[src/rtl/chess_clock_pkg.sv]
// Shared types and BCD time arithmetic for the chess clock.
// Remaining time is kept as four BCD digits, mm:ss.
package chess_clock_pkg;

  typedef logic [3:0] bcd_digit_t;

  typedef struct packed {
    bcd_digit_t min_tens;
    bcd_digit_t min_ones;
    bcd_digit_t sec_tens;
    bcd_digit_t sec_ones;
  } clock_time_t;

  localparam clock_time_t MAX_TIME   = {4'd9, 4'd9, 4'd5, 4'd9};
  localparam clock_time_t CLOCK_ZERO = {4'd0, 4'd0, 4'd0, 4'd0};

  // One-second BCD decrement with borrow; 00:00 stays at 00:00.
  function automatic clock_time_t bcd_time_dec(input clock_time_t t);
    clock_time_t r;
    r = t;
    if (t == CLOCK_ZERO) begin
      r = t;
    end else if (t.sec_ones != 4'd0) begin
      r.sec_ones = t.sec_ones - 4'd1;
    end else begin
      r.sec_ones = 4'd9;
      if (t.sec_tens != 4'd0) begin
        r.sec_tens = t.sec_tens - 4'd1;
      end else begin
        r.sec_tens = 4'd5;
        if (t.min_ones != 4'd0) begin
          r.min_ones = t.min_ones - 4'd1;
        end else begin
          // t is non-zero here, so min_tens is at least 1
          r.min_ones = 4'd9;
          r.min_tens = t.min_tens - 4'd1;
        end
      end
    end
    return r;
  endfunction

  // BCD add of inc_sec (0..59) seconds with carry, saturating at 99:59.
  function automatic clock_time_t bcd_time_add_sec(input clock_time_t t,
                                                   input logic [5:0] inc_sec);
    logic [5:0] inc_tens;
    logic [5:0] inc_ones;
    logic [5:0] so;
    logic [5:0] st;
    logic [5:0] mo;
    logic [5:0] mt;
    clock_time_t r;
    inc_tens = inc_sec / 6'd10;
    inc_ones = inc_sec % 6'd10;
    so = {2'b00, t.sec_ones} + inc_ones;
    if (so > 6'd9) begin
      so = so - 6'd10;
      st = {2'b00, t.sec_tens} + inc_tens + 6'd1;
    end else begin
      st = {2'b00, t.sec_tens} + inc_tens;
    end
    if (st > 6'd5) begin
      st = st - 6'd6;
      mo = {2'b00, t.min_ones} + 6'd1;
    end else begin
      mo = {2'b00, t.min_ones};
    end
    if (mo > 6'd9) begin
      mo = mo - 6'd10;
      mt = {2'b00, t.min_tens} + 6'd1;
    end else begin
      mt = {2'b00, t.min_tens};
    end
    if (mt > 6'd9) begin
      r = MAX_TIME;
    end else begin
      r = {mt[3:0], mo[3:0], st[3:0], so[3:0]};
    end
    return r;
  endfunction

endpackage

[src/rtl/chess_clock_prescaler.sv]
// Divides i_clk by CLK_HZ to produce a one-second tick while enabled.
// The count holds while disabled so a paused sub-second fraction survives.
module chess_clock_prescaler #(
  parameter int CLK_HZ = 100_000_000
) (
  input  logic i_clk,
  input  logic i_rst,
  input  logic i_clear,
  input  logic i_en,
  output logic o_tick
);

  localparam int CW = $clog2(CLK_HZ);
  localparam logic [CW-1:0] LAST = CW'(CLK_HZ - 1);

  logic [CW-1:0] count_r;

  assign o_tick = i_en && (count_r == LAST);

  // Count 0..CLK_HZ-1 while enabled, wrap on the tick, hold otherwise
  always_ff @(posedge i_clk) begin
    if (i_rst || i_clear) begin
      count_r <= {CW{1'b0}};
    end else if (o_tick) begin
      count_r <= {CW{1'b0}};
    end else if (i_en) begin
      count_r <= count_r + CW'(1);
    end else begin
      count_r <= count_r;
    end
  end

endmodule

[src/rtl/chess_clock_timer.sv]
// Per-player countdown timer: BCD mm:ss display and a sticky zero flag.
// Optional Fischer increment on a rising edge of i_stop is enabled with the
// macro CHESS_CLOCK_TIMER_INCREMENT_EN.
module chess_clock_timer
  import chess_clock_pkg::*;
#(
  parameter int CLK_HZ   = 100_000_000,
  parameter int INIT_MIN = 5,
  parameter int INC_SEC  = 2
) (
  input  logic       i_clk,
  input  logic       i_rst,
  input  logic       i_restart,
  input  logic       i_stop,
  output logic [3:0] o_min_tens,
  output logic [3:0] o_min_ones,
  output logic [3:0] o_sec_tens,
  output logic [3:0] o_sec_ones,
  output logic       o_zero
);

  localparam clock_time_t INIT_TIME = {4'(INIT_MIN / 10), 4'(INIT_MIN % 10), 4'd0, 4'd0};
  localparam logic        INIT_ZERO = (INIT_MIN == 0) ? 1'b1 : 1'b0;

  clock_time_t time_r;
  clock_time_t time_next_s;
  clock_time_t dec_s;
  logic        zero_r;
  logic        zero_next_s;
  logic        count_en_s;
  logic        tick_s;

  assign count_en_s = !i_stop && !zero_r && !i_restart;
  assign dec_s      = bcd_time_dec(time_r);

  chess_clock_prescaler #(
    .CLK_HZ (CLK_HZ)
  ) u_prescaler (
    .i_clk   (i_clk),
    .i_rst   (i_rst),
    .i_clear (i_restart),
    .i_en    (count_en_s),
    .o_tick  (tick_s)
  );

`ifdef CHESS_CLOCK_TIMER_INCREMENT_EN
  localparam logic [5:0] INC_SEC_W = 6'(INC_SEC);

  logic stop_hist_r;
  logic stop_rise_s;

  assign stop_rise_s = !stop_hist_r && i_stop && !zero_r && !i_restart;

  // Remember the previous i_stop level; loads as "paused"
  always_ff @(posedge i_clk) begin
    if (i_rst || i_restart) begin
      stop_hist_r <= 1'b1;
    end else begin
      stop_hist_r <= i_stop;
    end
  end
`endif

  // Next time: restart load, tick decrement, optional increment, else hold
  always_comb begin
    time_next_s = time_r;
    zero_next_s = zero_r;
    if (i_restart) begin
      time_next_s = INIT_TIME;
      zero_next_s = INIT_ZERO;
    end else if (tick_s) begin
      time_next_s = dec_s;
      zero_next_s = (dec_s == CLOCK_ZERO);
    end
`ifdef CHESS_CLOCK_TIMER_INCREMENT_EN
    else if (stop_rise_s) begin
      time_next_s = bcd_time_add_sec(time_r, INC_SEC_W);
      zero_next_s = zero_r;
    end
`endif
    else begin
      time_next_s = time_r;
      zero_next_s = zero_r;
    end
  end

  // Time and zero-flag registers
  always_ff @(posedge i_clk) begin
    if (i_rst) begin
      time_r <= INIT_TIME;
      zero_r <= INIT_ZERO;
    end else begin
      time_r <= time_next_s;
      zero_r <= zero_next_s;
    end
  end

  assign o_min_tens = time_r.min_tens;
  assign o_min_ones = time_r.min_ones;
  assign o_sec_tens = time_r.sec_tens;
  assign o_sec_ones = time_r.sec_ones;
  assign o_zero     = zero_r;

endmodule

[config.mk]
export PLATFORM = sky130hd
export DESIGN_NAME = chess_clock_timer
export DESIGN_NICKNAME = d
export VERILOG_FILES = /design/src/rtl/chess_clock_pkg.sv /design/src/rtl/chess_clock_prescaler.sv /design/src/rtl/chess_clock_timer.sv
export SDC_FILE = /design/constraint.sdc
export NUM_CORES = 1
export LEC_CHECK = 0
export ABC_AREA = 1
export CAP_MARGIN = 40
export CORE_UTILIZATION = 35
export DETAILED_ROUTE_END_ITERATION = 6
export GPL_ROUTABILITY_DRIVEN = 0
export PLACE_DENSITY = 0.65
export SETUP_SLACK_MARGIN = 0.15
export SKIP_CTS_REPAIR_TIMING = 1
export SLEW_MARGIN = 5
export SYNTH_ARGS = -nofsm -noshare
export SYNTH_HDL_FRONTEND = slang
export SYNTH_SLANG_ARGS = --single-unit
[constraint.sdc]
create_clock -name i_clk -period 3.75 [get_ports i_clk]
set_input_delay 0.75 -clock i_clk [delete_from_list [all_inputs] [get_ports i_clk]]
set_output_delay 0.75 -clock i_clk [all_outputs]
set_load 0.03 [all_outputs]
# Yosys cells after proc, flatten, opt, wreduce, memory -nomap -nowiden
# Index checks and enable logic that the tools add are counted.
[word_totals] ff_bits=44 latchBits=0 ramBits=0 rom_bits=0 input_bits=4 out_inout_bits=17 word_cells=33 n_memories=0
[classes] n_addsub=5 multipliers=0 n_div=0 magnitude_cmp=0 eq_ne=1 shift=0 muxes=7 n_bitwise=0 n_reduce_logical=14
[ops] cell="$logic_not 16->1" n=2
[ops] cell="$add 27x1->27 const B" n=1
[ops] cell="$eq 27x27->1 const B" n=1
[ops] cell="$mux 16" n=1
[ops] cell="$mux 4" n=4
[ops] cell="$sub 4x1->4 const B" n=4
[ops] cell="$mux 12" n=1
[ops] cell="$reduce_bool 4->1" n=3
[ops] cell="$mux 8" n=1
[ops] cell="$reduce_or 2->1" n=2
[ops] cell="$logic_and 1x1->1" n=3
[ops] cell="$logic_not 1->1" n=3
[ops] cell="$logic_or 1x1->1" n=1

# Logic depth before layout (Yosys ltp)
# Gate-level depths: netlist (run 1).
[logic_depth] depth_word=6 mapped_depth=13 ltp_nobuf=13

# By module
# A second synthesis (run 1) with hierarchy kept.
[unflattened] cells_unflattened=423 area_unflattened_um2=2673.8
[modules_own_cells] mod="chess_clock_prescaler" instances=1 cells_per_inst=261 area_per_inst_um2=1609.0 seq_area_each_um2=540.5
[modules_own_cells] mod="chess_clock_timer" instances=1 cells_per_inst=162 area_per_inst_um2=1064.8 seq_area_each_um2=340.3

# Worst setup path after synthesis (run 1)
# OpenSTA, ideal clock, no wires.
[synth_path] kind="input -> register" startpoint="input port i_stop" endpoint="register u_prescaler.count_r[13]" setup_ns=0.115 arrival_ns=1.787 t_required_ns=3.635 setup_slack_ns=1.848 path_stages=11 n_path_buf=1 cell_sequence="nor2_2 -> nand2_2 -> nor2_4 -> nand2_4 -> nor2_8 -> inv_4 -> nor2_8 -> nor2_4 -> inv_4 -> buf_4 -> nor2_1"
[synth_between] elab_chain_cells=5
[synth_rtl] item="from (decl)" line="chess_clock_timer.sv:14" rtl="input logic i_stop,"
[synth_rtl] item="$logic_not 1->1 (*)" line="chess_clock_timer.sv:33" rtl="assign count_en_s = !i_stop && !zero_r && !i_restart;"
[synth_rtl] item="$logic_and 1x1->1 (*) (2 in a row)" line="chess_clock_timer.sv:33"
[synth_rtl] item="$logic_and 1x1->1" line="chess_clock_prescaler.sv:18" rtl="assign o_tick = i_en && (count_r == LAST);"
[synth_rtl] item="$reduce_or 2->1 (no source line)"
[synth_rtl] item="to (signal assigned)" line="chess_clock_prescaler.sv:23" rtl="count_r <= {CW{1'b0}};"
[synth_rtl] item="to (signal assigned)" line="chess_clock_prescaler.sv:25" rtl="count_r <= {CW{1'b0}};"
[synth_rtl] item="to (signal assigned)" line="chess_clock_prescaler.sv:27" rtl="count_r <= count_r + CW'(1);"
[synth_rtl] item="to (decl)" line="chess_clock_prescaler.sv:16" rtl="logic [CW-1:0] count_r;"
# Mark *: on every way between the ends. The rest lies on a longest branch, timed or not.
# A chain may end at the register's enable or synchronous reset.

# Worst setup path after layout (run 1)
[layout_path] startpoint="input port i_restart" endpoint="register u_prescaler.count_r[22]"
[layout_between] elab_chain_cells=4 word_cells_on_any_way=5 classes_between="reduce/logical (5)"
[layout_rtl] item="from (decl)" line="chess_clock_timer.sv:13" rtl="input logic i_restart,"
[layout_rtl] item="$logic_not 1->1" line="chess_clock_timer.sv:33"
[layout_rtl] item="$logic_and 1x1->1" line="chess_clock_timer.sv:33"
[layout_rtl] item="$logic_and 1x1->1" line="chess_clock_prescaler.sv:18"
[layout_rtl] item="$reduce_or 2->1 (no source line)"
# Several ways; a longest one is shown, not always the timed one.

==> reports/metrics.cfg, run 1 <==
[run_status]
status = finished, final reports clean

[worst_setup_path]
regToRegSetupSlack_ns = 1.78
critPathLaunchType = input port
path_max_fanout = 27
reg2reg_depth = 11
critPathArrivalTime_ns = 2.60
r2r-start = u_prescaler.count_r[0]
crit_required_ns = 4.00
worstReg2RegEnd = u_prescaler.count_r[22]
endpoint_kind = flop
path_class = input port to flop

[synthesis]
ys.warnings.count = 0
synth_edf_count = 0
async_flop_share_pct = 0
synth_seq_cells = 44
synth_area_mm2 = 0.00250
ys_top_cells_by_count = 57 x nand2_1, 47 x nor2_1, 44 x dfxtp_1
synth_cell_types = 37
yosysMostFrequentCell = nand2_1
synth_ff_type = dfxtp_1
synth.area.top_cells = dfxtp_1 35%, nand2_1 8.5%, nor2_1 7.0%
synth_top_area_share_pct = 35.2
syn-num-nets = 358
synthCells = 351
synth.avg_cell_area_um2 = 7.14
yosysTopAreaCell = dfxtp_1
ys_seq_area_share_pct = 35.2

[clock_tree]
path_clk_slew_ns = 0.08
clock-root-buffer = clkbuf_8
cts.htree.levels = 2
clock_latency_ns = 0.30
clock_sinks = 44
cts_buffers = 5
cts_tree = built
cts.path.max_buffers = 2

[sta]
setup_viol = 0
fin_ws_ns = 1.40
rsz0062_at_grt = no
fmax_mhz = 426
period_share_pct = 62.7
fin_setup_tns_ns = 0
finalHoldViolations = 0
fin_hold_ws_ns = 0.479
max_slew_margin_pct = 66.2
period_needed_ns = 2.35
drv_slew = 0
worst_slew_pin_slew_ns = 0.503
fin_skew_ns = 0.00762

[global_route]
grt_pass1_vias = 2191
grt_pass1_wl_um = 9860
grt_max_degree = 28
grt_overflow = 0
grt_antenna_before_repair = 0
grt_usage_pct = 16.6

[flow_run]
cap_viol_max_count = 0

[power_and_ir_drop]
p_leak_nw = 1.14
irDropWorstVdd_mv = 0.180
p_total_mw = 0.798
cellPowerDensity_mw_per_mm2 = 276

[placed_design]
postPlaceCellArea_mm2 = 0.00280
io_buffers = 20
dp_slack_ns = 1.06
dp.cells = 464
dp.final_hpwl_um = 4370

[hold_path]
worstHoldPathCells = 1
hold_path_startpoint = u_prescaler.count_r[20]
holdPathEnd = u_prescaler.count_r[20]
hold_class = flop to flop

[floorplanning]
ios = 21
dieHeight_um = 86.6
die-area_mm2 = 0.00750
die_width_um = 86.6
core.rowCount = 30
start_util_pct = 36.5
core-area_mm2 = 0.00687

[detailed_routing]
drt_iter0_drc = 133
drcViolationCount = 0
routedWlPerCell_um = 12.2
route.vias.total = 2336
final_antenna_net_count = 0
vias_per_cell = 4.95
first_pass_iters = 4
drt_wl_total_um = 5780

[final_layout]
finalNetCount = 382
fillers = 716
areaGrowthSynthToFinish_pct = 15.2
layout-drive-gt1-share_pct = 12.0
fin_util_pct = 42.0
design_area_mm2 = 0.00289
num_antenna_cells = 0
final_cells = 472

[metal layers]
metal	wire length, µm	global-route usage, %
met5	0	0
met1	2610	20.5
met2	2820	29.6
met4	73	4.70
met3	286	2.86
[final cells by class]
class / count / area, µm² / share of cell area, %
Multi-Input combinational cell: 256 / 1410 / 48.8
Sequential cell: 44 / 881 / 30.5
Timing Repair Buffer: 20 / 200 / 6.94
Inverter: 48 / 185 / 6.42
Tap cell: 96 / 120 / 4.16
Clock buffer: 8 / 90.1 / 3.12
[critical path, stage by stage]
cell and delay, ns:
clkdlybuf4s50_1 0.48, inv_1 0.05, nand2_2 0.15, nor2_4 0.06
nand2_4 0.10, nor2_8 0.05, inv_4 0.07, nor2_8 0.05
nor2_4 0.31, inv_4 0.21, a21oi_1 0.17, o21a_1 0.13
[where the power goes]
part / leakage, nW / switching [mW] / total, mW / internal [mW]
registers: 0.354 / 0.000453 / 0.468 / 0.467
clock network: 0.0455 / 0.160 / 0.311 / 0.150
logic: 0.739 / 0.0133 / 0.0195 / 0.00622
[registers in the layout, indices dropped and copies added (netlist names)]
name / count
o_min_ones: 4
o_min_tens: 4
o_sec_ones: 4
o_sec_tens: 4
o_zero: 1
u_prescaler.count_r: 27
[worst max path at each step]
stage / from / end / slack, ns / depth (start not counted)
after global placement: i_restart / u_prescaler.count_r[22] / 1.10 / 12
after floorplan: i_stop / u_prescaler.count_r[13] / 1.85 / 11
final: i_restart / u_prescaler.count_r[22] / 1.40 / 12
after CTS: i_restart / u_prescaler.count_r[22] / 1.37 / 12
after global routing: i_stop / u_prescaler.count_r[22] / 1.25 / 12
after detailed placement: i_restart / u_prescaler.count_r[22] / 1.06 / 12
[placed cells by master, fill, tap and decap left out, types with 2 or more instances in the layout]
cell              n
nor2_2            8
nor2_4            5
nand2_2           9
nor3_1           11
dfxtp_1          44
xor2_1           10
nand2_1          57
clkbuf_8          6
o21ai_1           7
clkdlybuf4s50_1  20
ha_1              3
o22ai_1           7
o21ai_0          12
inv_2             3
nor2_1           47
inv_1            43
inv_4             2
nand3_1          27
xnor2_1           2
nand4_1           9
nor4_1            3
clkbuf_1          2
nand3_2           3
a21oi_1          19
nor2_8            2
nand2_4           3
[cell families after synthesis]
group,Yosys count,synth area share (%)
compound gates,51,11.7
xor+xnor,12,4.20
fa+ha+maj,3,1.50
buf+inv,51,8.59
flops,44,35.2
simple gates,190,38.8
(Power assumes the default switching activity.)
==> inputs of run 2 (changes only) <==
--- a/config.mk
+++ b/config.mk
@@ -10,7 +10,7 @@
 export CORE_UTILIZATION = 35
 export DETAILED_ROUTE_END_ITERATION = 6
 export GPL_ROUTABILITY_DRIVEN = 0
-export PLACE_DENSITY = 0.65
+export PLACE_DENSITY = 0.67
 export SETUP_SLACK_MARGIN = 0.15
 export SKIP_CTS_REPAIR_TIMING = 1
 export SLEW_MARGIN = 5
==> constraint.sdc (replaced) <==
create_clock -name i_clk -period 2.02 [get_ports i_clk]
set_input_delay 0.404 -clock i_clk [delete_from_list [all_inputs] [get_ports i_clk]]
set_output_delay 0.404 -clock i_clk [all_outputs]
set_load 0.03 [all_outputs]
==> run 2 against run 1 <==
Worst hold slack better by 0.0019 ns. Clock skew grew 0.00065 ns. Register-to-register slack worse by 1.5 ns. First-iteration DRC count fell by 23%. Core utilization grew 4.3 points. Final area rose by 10%. Critical endpoint is now o_sec_ones[0]. Highest routed layer unchanged.
==> reports/metrics.cfg, run 2 (synthesis results as in run 1) <==
[run_status]
status = finished, final reports clean

[worst_setup_path]
critPathArrivalTime_ns = 1.45  ; -1.15 ns
cpLargestDelayFamily = buffers and inverters
endpoint_kind = primary output
critPathLaunchType = flop
crit_required_ns = 1.62  ; -2.38 ns
crit_path_max_incr_delay_ns = 0.71  ; +0.23 ns
critPathSlowestCell = clkdlybuf4s50_1
crit_path_cell_trace = clkdlybuf4s50_1
path_class = flop to primary output
critPathBufInv = 1  ; -3
path_max_fanout = 5  ; -81%

[final_layout]
finalNetCount = 408  ; +6.8%
layout.cells.most_common_list = 57 x nand2_1, 45 x nor2_1, 42 x inv_1, 41 x dfxtp_1, 26 x nand3_1
largest_reg_flops = 27  ; unchanged
regMostFlops = u_prescaler.count_r
fin_util_pct = 46.3  ; +4.3 points
fillers = 679  ; -5.2%
num_antenna_cells = 0  ; unchanged
layout-drive-gt1-share_pct = 20.6  ; +8.7 points
final_common_cell = nand2_1
design_area_mm2 = 0.00318  ; +10%
areaGrowthSynthToFinish_pct = 26.9

[clock_tree]
cts.path.max_buffers = 2  ; unchanged
cts.htree.levels = 2  ; unchanged
cts_tree = built
clock_latency_ns = 0.30  ; about the same
clock-root-buffer = clkbuf_8
path_clk_slew_ns = 0.09  ; about the same
clock_sinks = 44  ; unchanged
cts_buffers = 5  ; unchanged

[power_and_ir_drop]
p_sw_share_pct = 21.2  ; -0.58 points
p_leak_nw = 1.37  ; +20%
p_sw_mw = 0.341  ; +96%
irDropWorstVdd_mv = 0.307  ; +70%
seq_power_share_pct = 54.1  ; -4.5 points
p_total_mw = 1.61  ; +100%
internal_power_mw = 1.26  ; +100%
cellPowerDensity_mw_per_mm2 = 505  ; +83%
clock_power_share_pct = 42.1  ; +3.2 points
power_frac_comb_pct = 3.8  ; +1.4 points

[hold_path]
hold_class = flop to flop

[flow_run]
cap_viol_max_count = 0  ; unchanged

[placed_design]
dp.final_hpwl_um = 4450  ; +1.9%
io_buffers = 20  ; unchanged
postPlaceCellArea_mm2 = 0.00298  ; +6.5%

[global_route]
grt_max_degree = 14  ; -50%
grt_pass1_wl_um = 10000  ; +1.7%
grt_overflow = 0  ; unchanged
grt_antenna_before_repair = 0  ; unchanged
grt_pass1_vias = 2368  ; +8.1%
grt_usage_pct = 16.8  ; +0.16 points

[sta]
finalHoldViolations = 0  ; unchanged
drv_slew = 0  ; unchanged
fin_hold_ws_ns = 0.481  ; +0.00193 ns
worst_slew_pin_slew_ns = 0.323  ; -0.180 ns
rsz0062_at_grt = yes
period_share_pct = 91.8
fmax_mhz = 539
fin_skew_ns = 0.00828  ; +0.000653 ns
period_needed_ns = 1.85
fin_setup_tns_ns = 0  ; unchanged
max_slew_margin_pct = 78.4  ; +12 points
setup_viol = 0  ; unchanged

[detailed_routing]
first_pass_iters = 4  ; unchanged
drt_iter0_drc = 102  ; -23%
drt_wl_total_um = 5890  ; +1.9%
routedWlPerCell_um = 11.8  ; -3.4%
drcViolationCount = 0  ; unchanged
route.vias.total = 2473  ; +5.9%
vias_per_cell = 4.97  ; +0.34%
final_antenna_net_count = 0  ; unchanged

[floorplanning]
ios = 21  ; unchanged
core.rowCount = 30  ; unchanged
die-area_mm2 = 0.00750  ; unchanged
die_width_um = 86.6  ; unchanged
dieHeight_um = 86.6  ; unchanged
core-area_mm2 = 0.00687  ; unchanged
start_util_pct = 36.5  ; unchanged

run 2: worst paths after layout:
check,from,to,slack (ns),depth (start not counted)
worst max-delay path,o_sec_ones[0],o_sec_ones[0],0.17,1
worst min-delay path,u_prescaler.count_r[1],u_prescaler.count_r[1],0.48,2
worst max register to register,o_min_tens[0],o_zero,0.27,12
worst min register to register,u_prescaler.count_r[1],u_prescaler.count_r[1],0.48,2
run 2: per-layer routing:
layer	wire (µm)	part of all wire [%]	up-vias	GRT usage, %
met1	2610	44	1137	20.1
met2	2890	49	65	29.7
met4	129	2.2	0	6.82
met5	0	0	-	0
li1	-	-	1255	-
met3	262	4.4	16	2.86
run 2: layout make-up:
type / instances / area [µm²] / share of cell area, %
tap: 96 / 120 / 3.78
multi-input combinational: 256 / 1450 / 45.7
sequential: 44 / 885 / 27.8
clock buffer: 6 / 72.6 / 2.28
inverter: 48 / 188 / 5.90
timing repair buffer: 46 / 428 / 13.5
clock inverter: 2 / 35.0 / 1.10
run 2: metrics by stage:
| stage | setup WS (ns) | instances |
|---|---|---|
| 6_report | 0.166 | 498 |
| 2_1_floorplan | 0.271 | 351 |
| 3_5_place_dp | -0.179 | 485 |
| 3_3_place_gp | -0.199 | 485 |
| 4_1_cts | 0.135 | 493 |
| 5_1_grt | 0.120 | 498 |
run 2: power groups by stage:
stage | Clock [mW] | Sequential, mW | Combinational [mW]
after global placement | 0 | 0.889 | 0.0566
after detailed placement | 0 | 0.889 | 0.0568
after CTS | 0.689 | 0.868 | 0.0570
after floorplan | 0 | 0.888 | 0.0284
after global routing | 0.722 | 0.869 | 0.0658
final | 0.676 | 0.868 | 0.0616
==> inputs of run 3 (changes only) <==
--- a/config.mk
+++ b/config.mk
@@ -7,10 +7,14 @@
 export LEC_CHECK = 0
 export ABC_AREA = 1
 export CAP_MARGIN = 40
-export CORE_UTILIZATION = 35
+export CELL_PAD_IN_SITES_DETAIL_PLACEMENT = 0
+export CELL_PAD_IN_SITES_GLOBAL_PLACEMENT = 2
+export CORE_MARGIN = 1
+export CORE_UTILIZATION = 30
+export CTS_CLUSTER_DIAMETER = 100
 export DETAILED_ROUTE_END_ITERATION = 6
 export GPL_ROUTABILITY_DRIVEN = 0
-export PLACE_DENSITY = 0.67
+export PLACE_DENSITY = 0.88
 export SETUP_SLACK_MARGIN = 0.15
 export SKIP_CTS_REPAIR_TIMING = 1
 export SLEW_MARGIN = 5
==> run 3 against run 2 <==
Flip-flop and latch count did not move. Total power fell by 0.48%. Combinational power fell by 10%. Sequential share of layout area rose by 0.066 points. Fmax rose by 1.9%. Non-clock buffer count fell by 6. Core utilization fell by 6.1 points. Clock power barely moved. Global-route usage fell by 0.87 points.
==> reports/metrics.cfg, run 3 (synthesis results as in run 1) <==
[detailed_routing]
first_pass_iters = 6  ; +2
route.vias.total = 2366  ; -4.3%
drt_iter0_drc = 49  ; -52%
drt_wl_total_um = 6240  ; +6.0%
drcViolationCount = 0  ; unchanged
final_antenna_net_count = 0  ; unchanged
vias_per_cell = 4.75  ; -4.3%
routedWlPerCell_um = 12.5  ; +6.0%

[power_and_ir_drop]
p_total_mw = 1.60  ; -0.48%
p_sw_mw = 0.338  ; -0.86%
clock_power_share_pct = 42.2  ; about the same
irDropWorstVdd_mv = 0.271  ; -12%
cellPowerDensity_mw_per_mm2 = 504  ; -0.24%
p_leak_nw = 1.38  ; +1.4%
p_sw_share_pct = 21.1  ; -0.081 points
internal_power_mw = 1.26  ; -0.38%
seq_power_share_pct = 54.3  ; +0.2 points
power_frac_comb_pct = 3.5  ; -0.3 points

[worst_setup_path]
path_class = flop to primary output
cpLargestDelayFamily = buffers and inverters
regToRegSetupSlack_ns = 0.29  ; +0.02 ns
critPathLaunchType = flop
path_max_fanout = 4  ; -1
endpoint_kind = primary output
critPathBufInv = 1  ; unchanged
r2r-start = o_sec_tens[3]
crit_required_ns = 1.62  ; about the same
reg2reg_depth = 11  ; -1
critPathArrivalTime_ns = 1.42  ; -0.03 ns
worstReg2RegEnd = o_zero
crit_path_max_incr_delay_ns = 0.70  ; about the same
critPathSlowestCell = clkdlybuf4s50_1
crit_path_cell_trace = clkdlybuf4s50_1

[clock_tree]
cts_tree = built
cts_buffers = 5  ; unchanged
clock-root-buffer = clkbuf_8
clock_sinks = 44  ; unchanged
cts.htree.levels = 2  ; unchanged
cts.path.max_buffers = 2  ; unchanged
clock_latency_ns = 0.30  ; about the same
path_clk_slew_ns = 0.09  ; about the same

[sta]
fin_skew_ns = 0.0119  ; +0.00361 ns
finalHoldViolations = 0  ; unchanged
rsz0062_at_grt = yes
fin_hold_ws_ns = 0.478  ; -0.00284 ns
fmax_mhz = 550  ; +1.9%
max_slew_margin_pct = 78.2  ; -0.29 points
fin_ws_ns = 0.200  ; +0.0344 ns
period_share_pct = 90.1  ; -1.7 points
drv_slew = 0  ; unchanged
setup_viol = 0  ; unchanged
fin_setup_tns_ns = 0  ; unchanged
period_needed_ns = 1.82  ; -0.0344 ns
worst_slew_pin_slew_ns = 0.327  ; +0.00440 ns

[hold_path]
worstHoldPathCells = 1  ; -1
holdPathEnd = u_prescaler.count_r[20]
hold_class = flop to flop
hold_path_startpoint = u_prescaler.count_r[20]

[final_layout]
fillers = 824  ; +21%
areaGrowthSynthToFinish_pct = 26.6
final_common_cell = nand2_1
design_area_mm2 = 0.00317  ; -0.24%
layout-drive-gt1-share_pct = 21.2  ; +0.57 points
largest_reg_flops = 27  ; unchanged
num_antenna_cells = 0  ; unchanged
final_cells = 498  ; unchanged
layout.cells.most_common_list = 56 x nand2_1, 42 x nor2_1, 41 x dfxtp_1, 40 x inv_1, 26 x nand3_1
regMostFlops = u_prescaler.count_r
fin_util_pct = 40.2  ; -6.1 points
finalNetCount = 402  ; -1.5%

[floorplanning]
core-area_mm2 = 0.00789  ; +15%
start_util_pct = 31.8  ; -4.7 points
die-area_mm2 = 0.00872  ; +16%
core.rowCount = 32  ; +6.7%
dieHeight_um = 93.4  ; +7.8%
die_width_um = 93.4  ; +7.8%
ios = 21  ; unchanged

[placed_design]
dp.cells = 488  ; +0.62%
io_buffers = 20  ; unchanged
dp.final_hpwl_um = 4830  ; +8.5%
postPlaceCellArea_mm2 = 0.00296  ; -0.50%
dp_slack_ns = -0.124  ; +0.0549 ns

[global_route]
use_met3_pct = 2.76  ; -0.093 points
top_usage_layer = met2
met1_usage_pct = 20.3  ; +0.27 points
grt_use_met2_pct = 26.6  ; -3.1 points
grt_pass1_vias = 2374  ; +0.25%
grt_antenna_before_repair = 0  ; unchanged
grt_max_degree = 16  ; +2
grt_usage_pct = 15.9  ; -0.87 points
grt_overflow = 0  ; unchanged
grt_pass1_wl_um = 11000  ; +10%

[run_status]
status = finished, final reports clean

[flow_run]
cap_viol_max_count = 0  ; unchanged

run 3: how the worst max path moves through the flow:
stage / from / to / slack [ns] / depth (start not counted)
after detailed placement: i_stop / u_prescaler.count_r[25] / -0.12 / 11
after CTS: o_sec_ones[1] / o_sec_ones[1] / 0.15 / 1
after floorplan: o_min_tens[0] / o_zero / 0.27 / 13
after global placement: i_stop / u_prescaler.count_r[25] / -0.16 / 11
final: o_sec_tens[3] / o_sec_tens[3] / 0.20 / 1
after global routing: i_stop / u_prescaler.count_r[25] / 0.08 / 11
run 3: final cells by class:
cell class | instances | area [µm²] | area share [%]
multi-input cells | 256 | 1480 | 46.5
flip-flops and latches | 44 | 885 | 27.9
repair buffers | 40 | 392 | 12.3
inverters | 48 | 185 | 5.84
well taps | 102 | 128 | 4.02
clock buffers | 6 | 72.6 | 2.29
clock inverters | 2 | 35.0 | 1.10
run 3: per-layer routing:
| metal | vias to the layer above | share of wire [%] |
|---|---|---|
| met4 | 0 | 1.6 |
| li1 | 1242 | - |
| met5 | - | 0 |
| met1 | 1081 | 48 |
| met2 | 34 | 48 |
| met3 | 9 | 3.0 |
run 3: power groups by stage:
stage / clock network, mW / logic (mW) / registers, mW
2_1_floorplan: 0 / 0.0284 / 0.888
3_3_place_gp: 0 / 0.0533 / 0.889
3_5_place_dp: 0 / 0.0531 / 0.888
4_1_cts: 0.700 / 0.0534 / 0.868
5_1_grt: 0.744 / 0.0606 / 0.869
6_report: 0.675 / 0.0553 / 0.868
